--- config.mk ---
export PLATFORM = sky130hd
export DESIGN_NAME = pipe_stage_bank_flat
export DESIGN_NICKNAME = d
export VERILOG_FILES = /design/src/rtl/pipe_stage_bank_if.sv /design/src/rtl/pipe_stage_bank.sv /design/src/flat_wrapper.sv
export SDC_FILE = /design/constraint.sdc
export NUM_CORES = 1
export LEC_CHECK = 0
export BUFFER_PORTS_ARGS = -buffer_cell sky130_fd_sc_hd__buf_2
export CAP_MARGIN = 5
export CORE_MARGIN = 3
export CORE_UTILIZATION = 45
export CTS_CLUSTER_DIAMETER = 120
export DETAILED_ROUTE_END_ITERATION = 12
export HOLD_SLACK_MARGIN = 0.15
export PLACE_DENSITY = 0.78
export SLEW_MARGIN = 0
export SYNTH_ARGS = -nofsm -noshare
export SYNTH_HDL_FRONTEND = slang
export SYNTH_SLANG_ARGS = --single-unit
--- constraint.sdc ---
create_clock -name clk -period 2.4 [get_ports clk]
set_clock_uncertainty 0.1 [all_clocks]
set_input_delay 0.6 -clock clk [delete_from_list [all_inputs] [get_ports clk]]
set_output_delay 0.6 -clock clk [all_outputs]
set_load 0.01 [all_outputs]
--- src/rtl/pipe_stage_bank_if.sv ---
// Entry/exit bus of pipe_stage_bank: one payload group entering stage 0 and
// leaving the oldest stage.
interface pipe_stage_bank_if #(
  parameter int WIDTH = 32
);
  // Valid/ready: an entry moves into stage 0 on a rising clk edge where
  // in_valid && in_ready. An entry leaves the oldest stage on an edge where
  // out_fire is high. out_fire already accounts for a full-bank hold, so a
  // consumer takes out_data whenever out_fire is set and needs no ready of its own.
  logic             in_valid;
  logic [WIDTH-1:0] in_data;
  logic             in_ready;
  logic             out_valid;
  logic [WIDTH-1:0] out_data;
  logic             out_fire;

  modport master (
    output in_valid, in_data,
    input  in_ready, out_valid, out_data, out_fire
  );

  modport slave (
    input  in_valid, in_data,
    output in_ready, out_valid, out_data, out_fire
  );
endinterface

--- src/rtl/pipe_stage_bank.sv ---
// DEPTH-stage valid/payload register bank with stall plus bubble insertion,
// youngest-K flush and registered occupancy. Optional PIPE_PERF_EN adds counters.
module pipe_stage_bank #(
  parameter int WIDTH = 32,
  parameter int DEPTH = 4,
  parameter int CW    = $clog2(DEPTH + 1)
) (
  input  logic                       clk,
  input  logic                       rstn,
  pipe_stage_bank_if.slave           bus,
  input  logic                       stall_req,
  input  logic [$clog2(DEPTH)-1:0]   stall_stage,
  input  logic                       flush_req,
  input  logic [CW-1:0]              flush_cnt,
  output logic [DEPTH-1:0]           stage_valid,
  output logic [DEPTH*WIDTH-1:0]     stage_data,
  output logic [CW-1:0]              occupancy
`ifdef PIPE_PERF_EN
  ,
  output logic [31:0]                bubble_cnt,
  output logic [31:0]                retire_cnt
`endif
);

  logic [DEPTH-1:0] v_q, v_n;
  logic [WIDTH-1:0] d_q [DEPTH];
  logic [WIDTH-1:0] d_n [DEPTH];
  logic [CW-1:0]    occ_q, occ_n;
  logic             hold_mode;
  logic             squash;
  logic             fire;

  // Flush wins over stall; a flush with a zero count is an ordinary shift.
  assign hold_mode = stall_req && !flush_req;
  assign squash    = flush_req && (flush_cnt != '0);

  assign bus.in_ready  = !stall_req || flush_req;
  assign bus.out_valid = v_q[DEPTH-1];
  assign bus.out_data  = d_q[DEPTH-1];
  assign fire          = v_q[DEPTH-1] &&
                         !(hold_mode && (int'(stall_stage) == DEPTH - 1));
  assign bus.out_fire  = fire;

  always_comb begin
    v_n = v_q;
    for (int i = 0; i < DEPTH; i++) d_n[i] = d_q[i];

    // Stage 0 is always inside the held range when stalling.
    if (hold_mode) begin
      v_n[0] = v_q[0];
    end else if (squash) begin
      v_n[0] = 1'b0;
      d_n[0] = '0;
    end else begin
      v_n[0] = bus.in_valid;
      d_n[0] = bus.in_data;
    end

    for (int i = 1; i < DEPTH; i++) begin
      if (hold_mode && i <= int'(stall_stage)) begin
        v_n[i] = v_q[i];
      end else if (hold_mode && i == int'(stall_stage) + 1) begin
        // Bubble keeps its stale payload; only the valid bit drops.
        v_n[i] = 1'b0;
      end else if (squash && (i - 1) < int'(flush_cnt)) begin
        v_n[i] = 1'b0;
        d_n[i] = '0;
      end else begin
        v_n[i] = v_q[i-1];
        d_n[i] = d_q[i-1];
      end
    end

    occ_n = '0;
    for (int i = 0; i < DEPTH; i++) occ_n = occ_n + CW'(v_n[i]);
  end

  always_ff @(posedge clk or negedge rstn) begin
    if (!rstn) begin
      v_q   <= '0;
      occ_q <= '0;
      for (int i = 0; i < DEPTH; i++) d_q[i] <= '0;
    end else begin
      v_q   <= v_n;
      occ_q <= occ_n;
      for (int i = 0; i < DEPTH; i++) d_q[i] <= d_n[i];
    end
  end

  assign stage_valid = v_q;
  assign occupancy   = occ_q;

  for (genvar g = 0; g < DEPTH; g++) begin : g_flat
    assign stage_data[g*WIDTH +: WIDTH] = d_q[g];
  end

`ifdef PIPE_PERF_EN
  // Both counters stick at all-ones instead of wrapping.
  always_ff @(posedge clk or negedge rstn) begin
    if (!rstn) begin
      bubble_cnt <= '0;
      retire_cnt <= '0;
    end else begin
      if (!v_q[DEPTH-1] && bubble_cnt != '1) bubble_cnt <= bubble_cnt + 32'd1;
      if (fire && retire_cnt != '1)          retire_cnt <= retire_cnt + 32'd1;
    end
  end
`endif

endmodule

--- src/flat_wrapper.sv ---
// flat-port wrapper written by rule: the top's interface ports become plain ports
module pipe_stage_bank_flat 
#(
  parameter int WIDTH = 32,
  parameter int DEPTH = 4,
  parameter int CW    = $clog2(DEPTH + 1)
)
  (clk, rstn, stall_req, stall_stage, flush_req, flush_cnt, stage_valid, stage_data, occupancy, bus_in_valid, bus_in_data, bus_in_ready, bus_out_valid, bus_out_data, bus_out_fire);
  pipe_stage_bank_if #(.WIDTH(WIDTH)) bus_i ();
  input  logic clk;
  input  logic rstn;
  input  logic stall_req;
  input  logic [$clog2(DEPTH)-1:0] stall_stage;
  input  logic flush_req;
  input  logic [CW-1:0] flush_cnt;
  output logic [DEPTH-1:0] stage_valid;
  output logic [DEPTH*WIDTH-1:0] stage_data;
  output logic [CW-1:0] occupancy;
  input wire logic [$bits(bus_i.in_valid)-1:0] bus_in_valid;
  input wire logic [$bits(bus_i.in_data)-1:0] bus_in_data;
  output wire logic [$bits(bus_i.in_ready)-1:0] bus_in_ready;
  output wire logic [$bits(bus_i.out_valid)-1:0] bus_out_valid;
  output wire logic [$bits(bus_i.out_data)-1:0] bus_out_data;
  output wire logic [$bits(bus_i.out_fire)-1:0] bus_out_fire;
  assign bus_i.in_valid = bus_in_valid;
  assign bus_i.in_data = bus_in_data;
  assign bus_in_ready = bus_i.in_ready;
  assign bus_out_valid = bus_i.out_valid;
  assign bus_out_data = bus_i.out_data;
  assign bus_out_fire = bus_i.out_fire;
  pipe_stage_bank #(.WIDTH(WIDTH), .DEPTH(DEPTH), .CW(CW)) u_core (.clk(clk), .rstn(rstn), .bus(bus_i), .stall_req(stall_req), .stall_stage(stall_stage), .flush_req(flush_req), .flush_cnt(flush_cnt), .stage_valid(stage_valid), .stage_data(stage_data), .occupancy(occupancy));
endmodule
Word-level counts from Yosys, hierarchy flattened:

Index checks and enable logic that the tools add are counted.

* add/sub/neg operators: 4
* magnitude comparators: 6
* eq/ne operators: 4
* muxes and demuxes: 15
* bitwise logic cells: 6
* reductions and logical operators: 21

Operators by type and width (count)
* 2-to-1 mux 32 bit: 4
* equality test 3 x 32 -> 1 bit (first input constant): 2
* equality test 2 x 32 -> 1 bit (first input constant): 1
* logical AND 1 bit: 13
* 2-to-1 mux 1 bit: 11
* adder 3 x 1 -> 3 bit: 2
* less-than comparator 1 x 3 -> 1 bit (first input constant): 2
* inverter 1 bit: 6
* AND reduction 2 bit: 3
* less-or-equal comparator 2 bit (first input constant): 2
* adder 2 x 1 -> 3 bit (second input constant): 1
* logical NOT 1 bit: 3
* less-than comparator 2 x 3 -> 1 bit (first input constant): 1
* nonzero test 3 bit: 1
* adder 1 x 1 -> 2 bit: 1
* equality test 2 x 1 -> 1 bit (second input constant): 1
* less-or-equal comparator 1 x 2 -> 1 bit (first input constant): 1
* logical OR 1 bit: 1

* flip-flop bits (word level): 135
* input port bits: 42
* output and inout bits: 170
* logic and storage cells: 62

Depth between registers and ports, before layout:

Gate-level depths: netlist of the first run.

* depth after elaboration: 9
* mapped depth: 8
* gate-level depth less buffers: 7

Worst setup path before layout of the first run:

Ideal clock, no wire load.

* path type: in2reg
* from: in flush_cnt[1]
* to: reg u_core.occ_q[1] (netlist: u_core.occupancy[1])
* library setup time: 0.126 ns
* arrival time: 2.438 ns
* required time: 2.174 ns
* path slack: -0.264 ns
* cell stages on the path: 8
* path buffers: 2
* cells stage by stage: or2_2 o22ai_1 buf_2 buf_4 a22o_1 ha_1 fa_1 ha_1

* elaborated cells between the ends (all ways): 22
* those cells by class: 3 x add/sub; 3 x order compare; 11 x mux; 5 x reduce/logical

RTL lines
* from (decl): line flat_wrapper.sv:15 `input logic [CW-1:0] flush_cnt;`
* nonzero test 3 bit: line pipe_stage_bank.sv:35 `assign squash = flush_req && (flush_cnt != '0);`
* logical AND 1 bit: line pipe_stage_bank.sv:35
* 2-to-1 mux 1 bit: line pipe_stage_bank.sv:51 `end else if (squash) begin`
* 2-to-1 mux 1 bit: line pipe_stage_bank.sv:49 `if (hold_mode) begin`
* named net u_core.v_n[0]: line pipe_stage_bank.sv:25 `logic [DEPTH-1:0] v_q, v_n;`
* adder 1 x 1 -> 2 bit: line pipe_stage_bank.sv:75 `for (int i = 0; i < DEPTH; i++) occ_n = occ_n + CW'(v_n[i]);`
* adder 3 x 1 -> 3 bit (2 in a row): line pipe_stage_bank.sv:75
* named net u_core.occ_n[1]: line pipe_stage_bank.sv:28 `logic [CW-1:0] occ_q, occ_n;`
* to (signal assigned): line pipe_stage_bank.sv:85 `occ_q <= occ_n;`
* to (decl): line pipe_stage_bank.sv:28

The timed path passes the listed nets, and every way through them passes these cells.
A chain may end at the register's enable or synchronous reset.

Worst setup path after layout of the first run:

* from: in flush_req
* to: out bus_out_fire

* longest elaborated chain between the ends: 5

Ends and longest elaborated chain
* from (decl): line flat_wrapper.sv:14 `input logic flush_req;`
* logical NOT 1 bit: line pipe_stage_bank.sv:34 `assign hold_mode = stall_req && !flush_req;`
* logical AND 1 bit: line pipe_stage_bank.sv:34
* logical AND 1 bit: line pipe_stage_bank.sv:41 `!(hold_mode && (int'(stall_stage) == DEPTH - 1));`
* logical NOT 1 bit: line pipe_stage_bank.sv:41
* logical AND 1 bit: line pipe_stage_bank.sv:40 `assign fire = v_q[DEPTH-1] &&`
* to (decl): line flat_wrapper.sv:24 `output wire logic [$bits(bus_i.out_fire)-1:0] bus_out_fire;`

No other way between the ends.

==> impl_metrics.json, run 1 <==
{
  "outcome": "finished, final reports clean",
  "avgSynthCellArea_um2": 14.8,
  "first_global_vias": 3747,
  "antenna_cells": 0,
  "r2r_slack_ns": 0.55,
  "min_to": "u_core.stage_data[31]",
  "whs_ns": 0.312,
  "reg2reg_depth": 4,
  "die-area_mm2": 0.0126,
  "die_h_um": 112,
  "synth_seq_cells": 135,
  "cp-start-kind": "input port",
  "async_flop_share": 1.00,
  "clock_path_buffers": 2,
  "setup_violations": 0,
  "r2r-start": "u_core.stage_valid[1]",
  "hold_violations": 0,
  "rr_endpoint": "u_core.occupancy[1]",
  "final_cell_area_mm2": 0.00671,
  "ir_worst_vdd_v": 0.000419,
  "worstPathArrival_ns": 1.39,
  "relSlewSlack": 0.537,
  "dp_hpwl_um": 9010,
  "wl_per_cell_um": 19.3,
  "hp-class": "in2reg",
  "finalCritPeriodShare": 0.873,
  "fin_crit_ns": 2.09,
  "drv_slew": 0,
  "antenna_left": 0,
  "nets": 570,
  "synth.most_common_cell": "dfrtp_1",
  "syn-instance-count": 342,
  "wirelength_um": 13100,
  "rows": 38,
  "grt_setup_unrepaired": "no",
  "synth_top_area_share": 0.666,
  "die_x_um": 112,
  "h-tree-depth": 4,
  "p_per_area_mw_per_mm2": 844,
  "synthTopCellsByArea": "dfrtp_1, a22o_1, buf_4, buf_2, buf_6",
  "p_leak_nw": 3.82,
  "start_util": 0.464,
  "drtIter0Drc": 272,
  "port_buffers": 211,
  "grt_pass1_wl_um": 20700,
  "postCtsSetupBuffers": 0,
  "grt_overflow": 0,
  "syn_area_mm2": 0.00507,
  "dr.pass1.iters": 4,
  "layout-drive-gt1-share": 0.483,
  "yosys_most_used_dff": "dfrtp_1",
  "end_kind": "output port",
  "required_ns": 1.70,
  "grt_usage": 0.210,
  "finalSetupTns_ns": 0,
  "io_pins": 212,
  "antenna_found_initial": 0,
  "cts-root-buf": "clkbuf_16",
  "place.gp.congestion": 0.847,
  "fmax_mhz": 477,
  "yosysWarnings": 0,
  "via_per_inst": 5.50,
  "clkLatencyLatePin_ns": 0.40,
  "cap_viol_max_count": 0,
  "ys_seq_area_frac": 0.666,
  "cts_tree": "done",
  "worst_pin_slew_ns": 0.695,
  "path_max_fanout": 5,
  "core_mm2": 0.0109,
  "placed_cell_area_mm2": 0.00608,
  "clkSlewWorstSetupHoldPaths_ns": 0.06,
  "worst_slack_ns": 0.305,
  "via_count": 3726,
  "yosysUniqueCellTypes": 21,
  "crit_type": "in2out",
  "min_from": "bus_in_data[31]",
  "cts_buffers": 17,
  "hold_depth": 2,
  "area_growth_pct": 32.3,
  "pre_cts_slack_ns": 0.00592,
  "synthTopCellsByCount": "dfrtp_1, a22o_1, buf_4",
  "synth_edf_count": 0,
  "cts.sinks": 135,
  "syn_nets": 387,
  "grt_max_degree": 65,
  "drc": 0,
  "yosys.area.top_type": "dfrtp_1"
}
-- metrics by stage --
step | util | instances | total power, mW
after floorplan | - | 342 | 2.78
after global placement | 0.556 | 645 | 3.03
after detailed placement | 0.556 | 645 | 3.05
after CTS | 0.614 | 678 | 5.72
after global routing | 0.614 | 678 | 5.88
final | 0.614 | 678 | 5.67
-- what timing repair did --
action	4_1_cts	5_1_grt
setup endpoints to repair	0	0
hold buffers	1	0
gates resized for setup	0	0
hold endpoints to repair	55	0
-- critical path, cell delays in order --
cell and delay [ns]:
buf_2 0.16, and3b_1 0.27, a21boi_0 0.20, buf_2 0.16
-- layout by cell type (no fill, tap or decap), types with 2 or more instances in the layout --
cell type / Yosys / final
a22o_1: 131 / 131
buf_12: 0 / 3
buf_2: 13 / 210
buf_4: 37 / 9
bufinv_16: 0 / 3
clkbuf_1: 6 / 3
clkbuf_16: 0 / 17
clkbuf_8: 0 / 5
clkinv_2: 0 / 2
clkinvlp_4: 0 / 2
dfrtp_1: 135 / 135
ha_1: 2 / 2
-- report_power, final --
part | total [mW] | leakage (nW) | switching [mW] | internal, mW
Sequential | 2.48 | 1.84 | 0.0974 | 2.39
Combinational | 0.521 | 1.69 | 0.302 | 0.219
Clock | 2.66 | 0.299 | 0.893 | 1.77
-- worst max-delay path by stage --
stage               cells past startpoint           start  slack (ns)                   to
floorplan                               8    flush_cnt[1]       -0.01  u_core.occupancy[1]
global placement                        7  stall_stage[0]        0.05  u_core.occupancy[1]
detailed placement                      7  stall_stage[0]       0.006  u_core.occupancy[1]
CTS                                     4       flush_req        0.29         bus_out_fire
global route                            4       flush_req        0.27         bus_out_fire
finish                                  4       flush_req        0.31         bus_out_fire
-- sequential cells by signal, indices dropped and copies added, names as in the netlist --
| register | cells |
|---|---|
| u_core.bus.out_data | 32 |
| u_core.occupancy | 3 |
| u_core.stage_valid | 4 |
| u_core.stage_data | 96 |
-- cell type report --
cell class                      instances  area, µm²
Clock buffer                           25        505
Fill cell                             844       4220
Tap cell                              140        175
Sequential cell                       135       3380
Inverter                                1       3.75
Timing Repair Buffer                  224       1200
Clock inverter                          7        115
Multi-Input combinational cell        146       1340
-- cell families after synthesis --
| group | share of synthesized area |
|---|---|
| DFF | 0.666 |
| and+or+nand+nor | 0.00691 |
| buffers and inverters | 0.0801 |
| adders and majority gates | 0.00888 |
| AOI/OAI and AO/OA | 0.238 |
-- metal layers --
| layer | global-route usage | wire (µm) | up-vias |
|---|---|---|---|
| li1 | - | - | 1650 |
| met1 | 0.288 | 5600 | 1905 |
| met2 | 0.326 | 6330 | 160 |
| met3 | 0.0550 | 985 | 11 |
| met4 | 0.0737 | 145 | 0 |
| met5 | 0 | 0 | - |
No activity file was read; power rests on OpenSTA's default activity.
==> run 2, diff against run 1 <==
--- a/config.mk
+++ b/config.mk
@@ -7,7 +7,8 @@
 export LEC_CHECK = 0
 export BUFFER_PORTS_ARGS = -buffer_cell sky130_fd_sc_hd__buf_2
 export CAP_MARGIN = 5
-export CORE_MARGIN = 3
+export CORE_ASPECT_RATIO = 1.4
+export CORE_MARGIN = 8
 export CORE_UTILIZATION = 45
 export CTS_CLUSTER_DIAMETER = 120
 export DETAILED_ROUTE_END_ITERATION = 12
==> run 2 against run 1 <==
Non-clock buffer count grew 4. Worst hold slack lost 0.0058 ns. Die area up 19%. Critical path depth grew 1. Cell count is 1.0% higher. Fmax down 6.7%. Power rose by 1.3%. Design area increased by 0.65%. Combinational power grew 3%. Largest cell class unchanged.
==> impl_metrics.json, run 2 (synthesized netlist as in run 1, its figures left out) <==
{
  "grt_max_degree": 66,
  "antenna_found_initial": 0,
  "drc": 0,
  "rows": 46,
  "postCtsSetupBuffers": 0,
  "layout_commonest_cell": "buf_2",
  "wirelength_um": 14400,
  "cap_viol_max_count": 0,
  "via_count": 3829,
  "die_h_um": 142,
  "die_x_um": 106,
  "finalCritPeriodShare": 0.936,
  "first_global_vias": 4017,
  "pre_cts_slack_ns": -0.0905,
  "largest_reg_flops": 96,
  "antenna_left": 0,
  "nets": 574,
  "io_pins": 212,
  "fmax_mhz": 445,
  "clkLatencyLatePin_ns": 0.41,
  "hp-class": "in2reg",
  "finalPower_mw": 5.74,
  "cp-start-kind": "input port",
  "worst_slack_ns": 0.153,
  "grt_setup_unrepaired": "no",
  "ir_worst_vdd_v": 0.000500,
  "cts-root-buf": "clkbuf_16",
  "p_leak_nw": 3.85,
  "clock_path_buffers": 2,
  "drv_slew": 0,
  "place.gp.congestion": 0.813,
  "area_growth_pct": 33.1,
  "fin_crit_ns": 2.25,
  "h-tree-depth": 4,
  "p_per_area_mw_per_mm2": 850,
  "crit_type": "in2out",
  "layout-drive-gt1-share": 0.490,
  "grt_pass1_wl_um": 22400,
  "path_max_fanout": 5,
  "end_kind": "output port",
  "antenna_cells": 0,
  "core_mm2": 0.0112,
  "postLayoutCoreUtil": 0.605,
  "relSlewSlack": 0.582,
  "worst_pin_slew_ns": 0.628,
  "start_util": 0.455,
  "die-area_mm2": 0.0150,
  "grt_usage": 0.193,
  "hold_violations": 0,
  "drtIter0Drc": 228,
  "dp_hpwl_um": 10700,
  "grt_overflow": 0,
  "worstPathArrival_ns": 1.55,
  "via_per_inst": 5.59,
  "layout_common_cells": "buf_2, dfrtp_1, a22o_1, clkbuf_16, buf_4",
  "wl_per_cell_um": 21.1,
  "clkSlewWorstSetupHoldPaths_ns": 0.06,
  "port_buffers": 211,
  "setup_violations": 0,
  "cts_tree": "done",
  "cts_buffers": 17,
  "dr.pass1.iters": 4,
  "outcome": "finished, final reports clean",
  "cts.sinks": 135,
  "required_ns": 1.70
}
run 2: cell count changes in the layout (fill, tap and decap cells not counted), sizes merged:
cell      previous run  this run
inv                  1         2
clkbuf              25        20
buf                223       227
clkinvlp             2         1
clkinv               2         5
bufinv               3         4
run 2: cell type report:
type	count	area, µm²
inverter	1	3.75
multi-input combinational	146	1340
tap	144	180
sequential	135	3380
clock inverter	11	173
timing repair buffer	228	1230
fill	886	4410
clock buffer	20	457
run 2: power by group:
part	switching, mW	internal [mW]
Clock	0.934	1.79
Combinational	0.314	0.224
Sequential	0.0947	2.39
Total	1.34	4.40
run 2: per-layer routing:
layer  global-route usage  vias to the layer above  part of all wire
met3               0.0576                       24             0.072
met4               0.0810                        0             0.022
met1                0.229                     1983              0.39
met2                0.320                      177              0.52
met5                    0                        -                 0
li1                     -                     1645                 -
run 2: worst max-delay path, stage by stage:
cell	delay, ns
buf_2	0.16
and3b_1	0.27
buf_4	0.17
a21boi_0	0.17
buf_2	0.17
run 2: final timing paths:
path	end	slack [ns]	cells after the start	start
setup / recovery	bus_out_fire	0.15	5	flush_req
hold / removal	u_core.stage_data[8]	0.31	2	bus_in_data[8]
setup reg to reg	u_core.occupancy[1]	0.56	4	u_core.stage_valid[1]
hold reg to reg	u_core.stage_data[90]	0.41	1	u_core.stage_data[58]
max in group asynchronous	u_core.stage_data[85]	0.95	3	rstn
min in group asynchronous	u_core.stage_data[27]	0.67	2	rstn
run 2: metrics by stage:
| step | area (µm²) | setup TNS (ns) | hold slack, ns | std cells |
|---|---|---|---|---|
| finish | 6760 | 0 | 0.306 | 685 |
| global route | 6760 | 0 | 0.288 | 685 |
| CTS | 6760 | 0 | 0.283 | 685 |
| detailed placement | 6120 | -0.0905 | 0.400 | 653 |
| global placement | 6120 | 0 | 0.397 | 653 |
| floorplan | 5120 | -0.0122 | 0.204 | 342 |
run 2: repair_timing:
| action | 4_1_cts | 5_1_grt |
|---|---|---|
| endpoints found under the setup margin | 0 | 0 |
| gates resized for setup | 0 | 0 |
| hold buffers | 1 | 0 |
| hold endpoints to repair | 62 | 0 |
==> run 3, diff against run 2 <==
--- a/config.mk
+++ b/config.mk
@@ -5,6 +5,7 @@
 export SDC_FILE = /design/constraint.sdc
 export NUM_CORES = 1
 export LEC_CHECK = 0
+export ABC_AREA = 1
 export BUFFER_PORTS_ARGS = -buffer_cell sky130_fd_sc_hd__buf_2
 export CAP_MARGIN = 5
 export CORE_ASPECT_RATIO = 1.4
@@ -13,7 +14,7 @@
 export CTS_CLUSTER_DIAMETER = 120
 export DETAILED_ROUTE_END_ITERATION = 12
 export HOLD_SLACK_MARGIN = 0.15
-export PLACE_DENSITY = 0.78
+export PLACE_DENSITY = 0.75
 export SLEW_MARGIN = 0
 export SYNTH_ARGS = -nofsm -noshare
 export SYNTH_HDL_FRONTEND = slang
==> run 3 against run 2 <==
Register-to-register slack better by 0.05 ns. Area after synthesis is 20% higher. Global-route usage is 0.65 points lower. Non-clock buffer count is 2 lower. Fmax is 15% higher. Worst setup slack better by 0.29 ns. Combinational power is 41% higher. Clock-buffer cell count is 1 higher. Worst hold slack better by 0.080 ns. Design area is 14% higher. Cell count is 64% higher. Largest power group unchanged. Highest routed layer unchanged.
==> impl_metrics.json, run 3 <==
{
  "outcome": "finished, final reports clean",
  "end_kind": "output port",
  "clock_path_buffers": 2,
  "relSlewSlack": 0.370,
  "io_pins": 212,
  "hp-class": "in2reg",
  "yosysUniqueCellTypes": 16,
  "worstPathArrival_ns": 1.25,
  "clkLatencyLatePin_ns": 0.41,
  "grt_pass1_wl_um": 26200,
  "grt_usage": 0.187,
  "cp-start-kind": "input port",
  "placed_cell_area_mm2": 0.00705,
  "die-area_mm2": 0.0176,
  "syn-instance-count": 761,
  "cts_buffers": 17,
  "finalCritPeriodShare": 0.814,
  "h-tree-depth": 4,
  "dr.pass1.iters": 5,
  "nets": 975,
  "layout_commonest_cell": "nand2_1",
  "p_per_area_mw_per_mm2": 784,
  "cp_slowest_cell": "o21a_1",
  "yosys_most_used_dff": "dfrtp_1",
  "largest_reg_flops": 96,
  "required_ns": 1.70,
  "die_h_um": 154,
  "layout_common_cells": "nand2_1, buf_2, dfrtp_1, nand3_1, inv_1",
  "die_x_um": 114,
  "antenna_cells": 0,
  "wirelength_um": 16300,
  "rows": 50,
  "grt_overflow": 0,
  "postCtsSetupBuffers": 0,
  "wl_per_cell_um": 14.5,
  "finalSetupTns_ns": 0,
  "synth_edf_count": 0,
  "via_per_inst": 4.61,
  "worst_pin_slew_ns": 0.946,
  "hold_violations": 0,
  "p_leak_nw": 4.80,
  "area_growth_pct": 26.0,
  "cts_tree": "done",
  "worst_path_largest_cell_delay_ns": 0.19,
  "antenna_left": 0,
  "setup_violations": 0,
  "critPathTopFamily": "buffers and inverters",
  "layout-drive-gt1-share": 0.278,
  "synthTopCellsByArea": "dfrtp_1, nand2_1, nand3_1, buf_4, inv_1",
  "synth_seq_cells": 135,
  "async_flop_share": 1.00,
  "syn_area_mm2": 0.00609,
  "worst_slack_ns": 0.447,
  "port_buffers": 211,
  "cpMostUsedCell": "buf_2",
  "yosysWarnings": 0,
  "synth_top_area_share": 0.555,
  "fmax_mhz": 512,
  "cts-root-buf": "clkbuf_16",
  "path_max_fanout": 5,
  "crit_type": "in2out",
  "crit_chain": "buf_2 > inv_2 > nand3_2 > o21a_1 > buf_2",
  "pre_cts_slack_ns": 0.0522,
  "first_global_vias": 5051,
  "drc": 0,
  "avgSynthCellArea_um2": 8.01,
  "clkSlewWorstSetupHoldPaths_ns": 0.06,
  "fin_crit_ns": 1.95,
  "via_count": 5191,
  "ir_worst_vdd_v": 0.000379,
  "core_mm2": 0.0133,
  "whs_ns": 0.386,
  "grt_setup_unrepaired": "no",
  "synthTopCellsByCount": "nand2_1, dfrtp_1, nand3_1",
  "ys_seq_area_frac": 0.555,
  "place.gp.congestion": 0.826,
  "synth.most_common_cell": "nand2_1",
  "cts.sinks": 135,
  "start_util": 0.457,
  "syn_nets": 806,
  "grt_max_degree": 101,
  "drv_slew": 0,
  "cap_viol_max_count": 0,
  "drtIter0Drc": 375,
  "final_cell_area_mm2": 0.00767,
  "yosys.area.top_type": "dfrtp_1",
  "antenna_found_initial": 0,
  "cp_num_buf_inv": 3,
  "dp_hpwl_um": 11700
}
-- run 3: cell count changes after synthesis, sizes merged, moves of 17 or more --
cell   delta
nand2   +304
a22o    -131
nand3   +101
inv      +71
nor2     +66
buf      +17
-- run 3: final cells by class --
class	count	area, µm²
sequential	135	3380
fill	1240	5650
timing repair buffer	226	1200
tap	182	228
inverter	72	270
clock buffer	21	470
multi-input combinational	478	1980
clock inverter	11	146
-- run 3: logic make-up (layout without fill, tap and decap cells) --
kind of cell	count (synthesis)	after routing	share of synthesized area
flops	135	135	0.555
compound gates	2	2	0.00205
buf+inv	148	330	0.123
fa+ha+maj	3	3	0.00739
simple gates	473	473	0.313
-- run 3: layer usage --
metal / up-vias / share of wire / GRT usage
met2: 174 / 0.48 / 0.290
met1: 2363 / 0.42 / 0.237
met3: 32 / 0.059 / 0.0412
li1: 2622 / - / -
met4: 0 / 0.034 / 0.102
met5: - / 0 / 0
-- run 3: repair_timing --
action | CTS | global route
hold endpoints to repair | 44 | 0
hold buffers | 1 | 0
gates resized for setup | 0 | 0
-- run 3: worst paths after layout --
| check | cells after the start | slack [ns] | from | end |
|---|---|---|---|---|
| worst max register to register | 7 | 0.61 | u_core.stage_valid[0] | u_core.occupancy[1] |
| min in group asynchronous | 2 | 0.60 | rstn | u_core.stage_data[26] |
| worst max-delay path | 5 | 0.45 | flush_req | bus_out_fire |
| max in group asynchronous | 3 | 0.97 | rstn | u_core.stage_data[84] |
| worst min-delay path | 5 | 0.39 | bus_in_data[31] | u_core.stage_data[31] |
| worst min register to register | 2 | 0.39 | u_core.bus.out_data[5] | u_core.bus.out_data[5] |
-- run 3: where the power goes --
| group | total [mW] | internal [mW] | switching, mW |
|---|---|---|---|
| combinational | 0.761 | 0.280 | 0.481 |
| sequential | 2.58 | 2.44 | 0.139 |
| clock | 2.68 | 1.72 | 0.959 |
| total | 6.01 | 4.44 | 1.58 |
-- run 3: worst reg2reg max path, stage by stage (launching register included) --
cell	delay, ns
dfrtp_1	0.40
inv_1	0.06
nor2_1	0.04
nand2_1	0.07
nand2_1	0.07
ha_1	0.30
fa_1	0.37
ha_1	0.27
-- run 3: per-stage QoR --
| step | utilization | instances | power, mW |
|---|---|---|---|
| 5_1_grt | 0.576 | 1125 | 6.28 |
| 3_5_place_dp | 0.529 | 1092 | 3.39 |
| 3_3_place_gp | 0.529 | 1092 | 3.37 |
| 4_1_cts | 0.576 | 1125 | 6.08 |
| 6_report | 0.576 | 1125 | 6.01 |
| 2_1_floorplan | - | 761 | 3.03 |
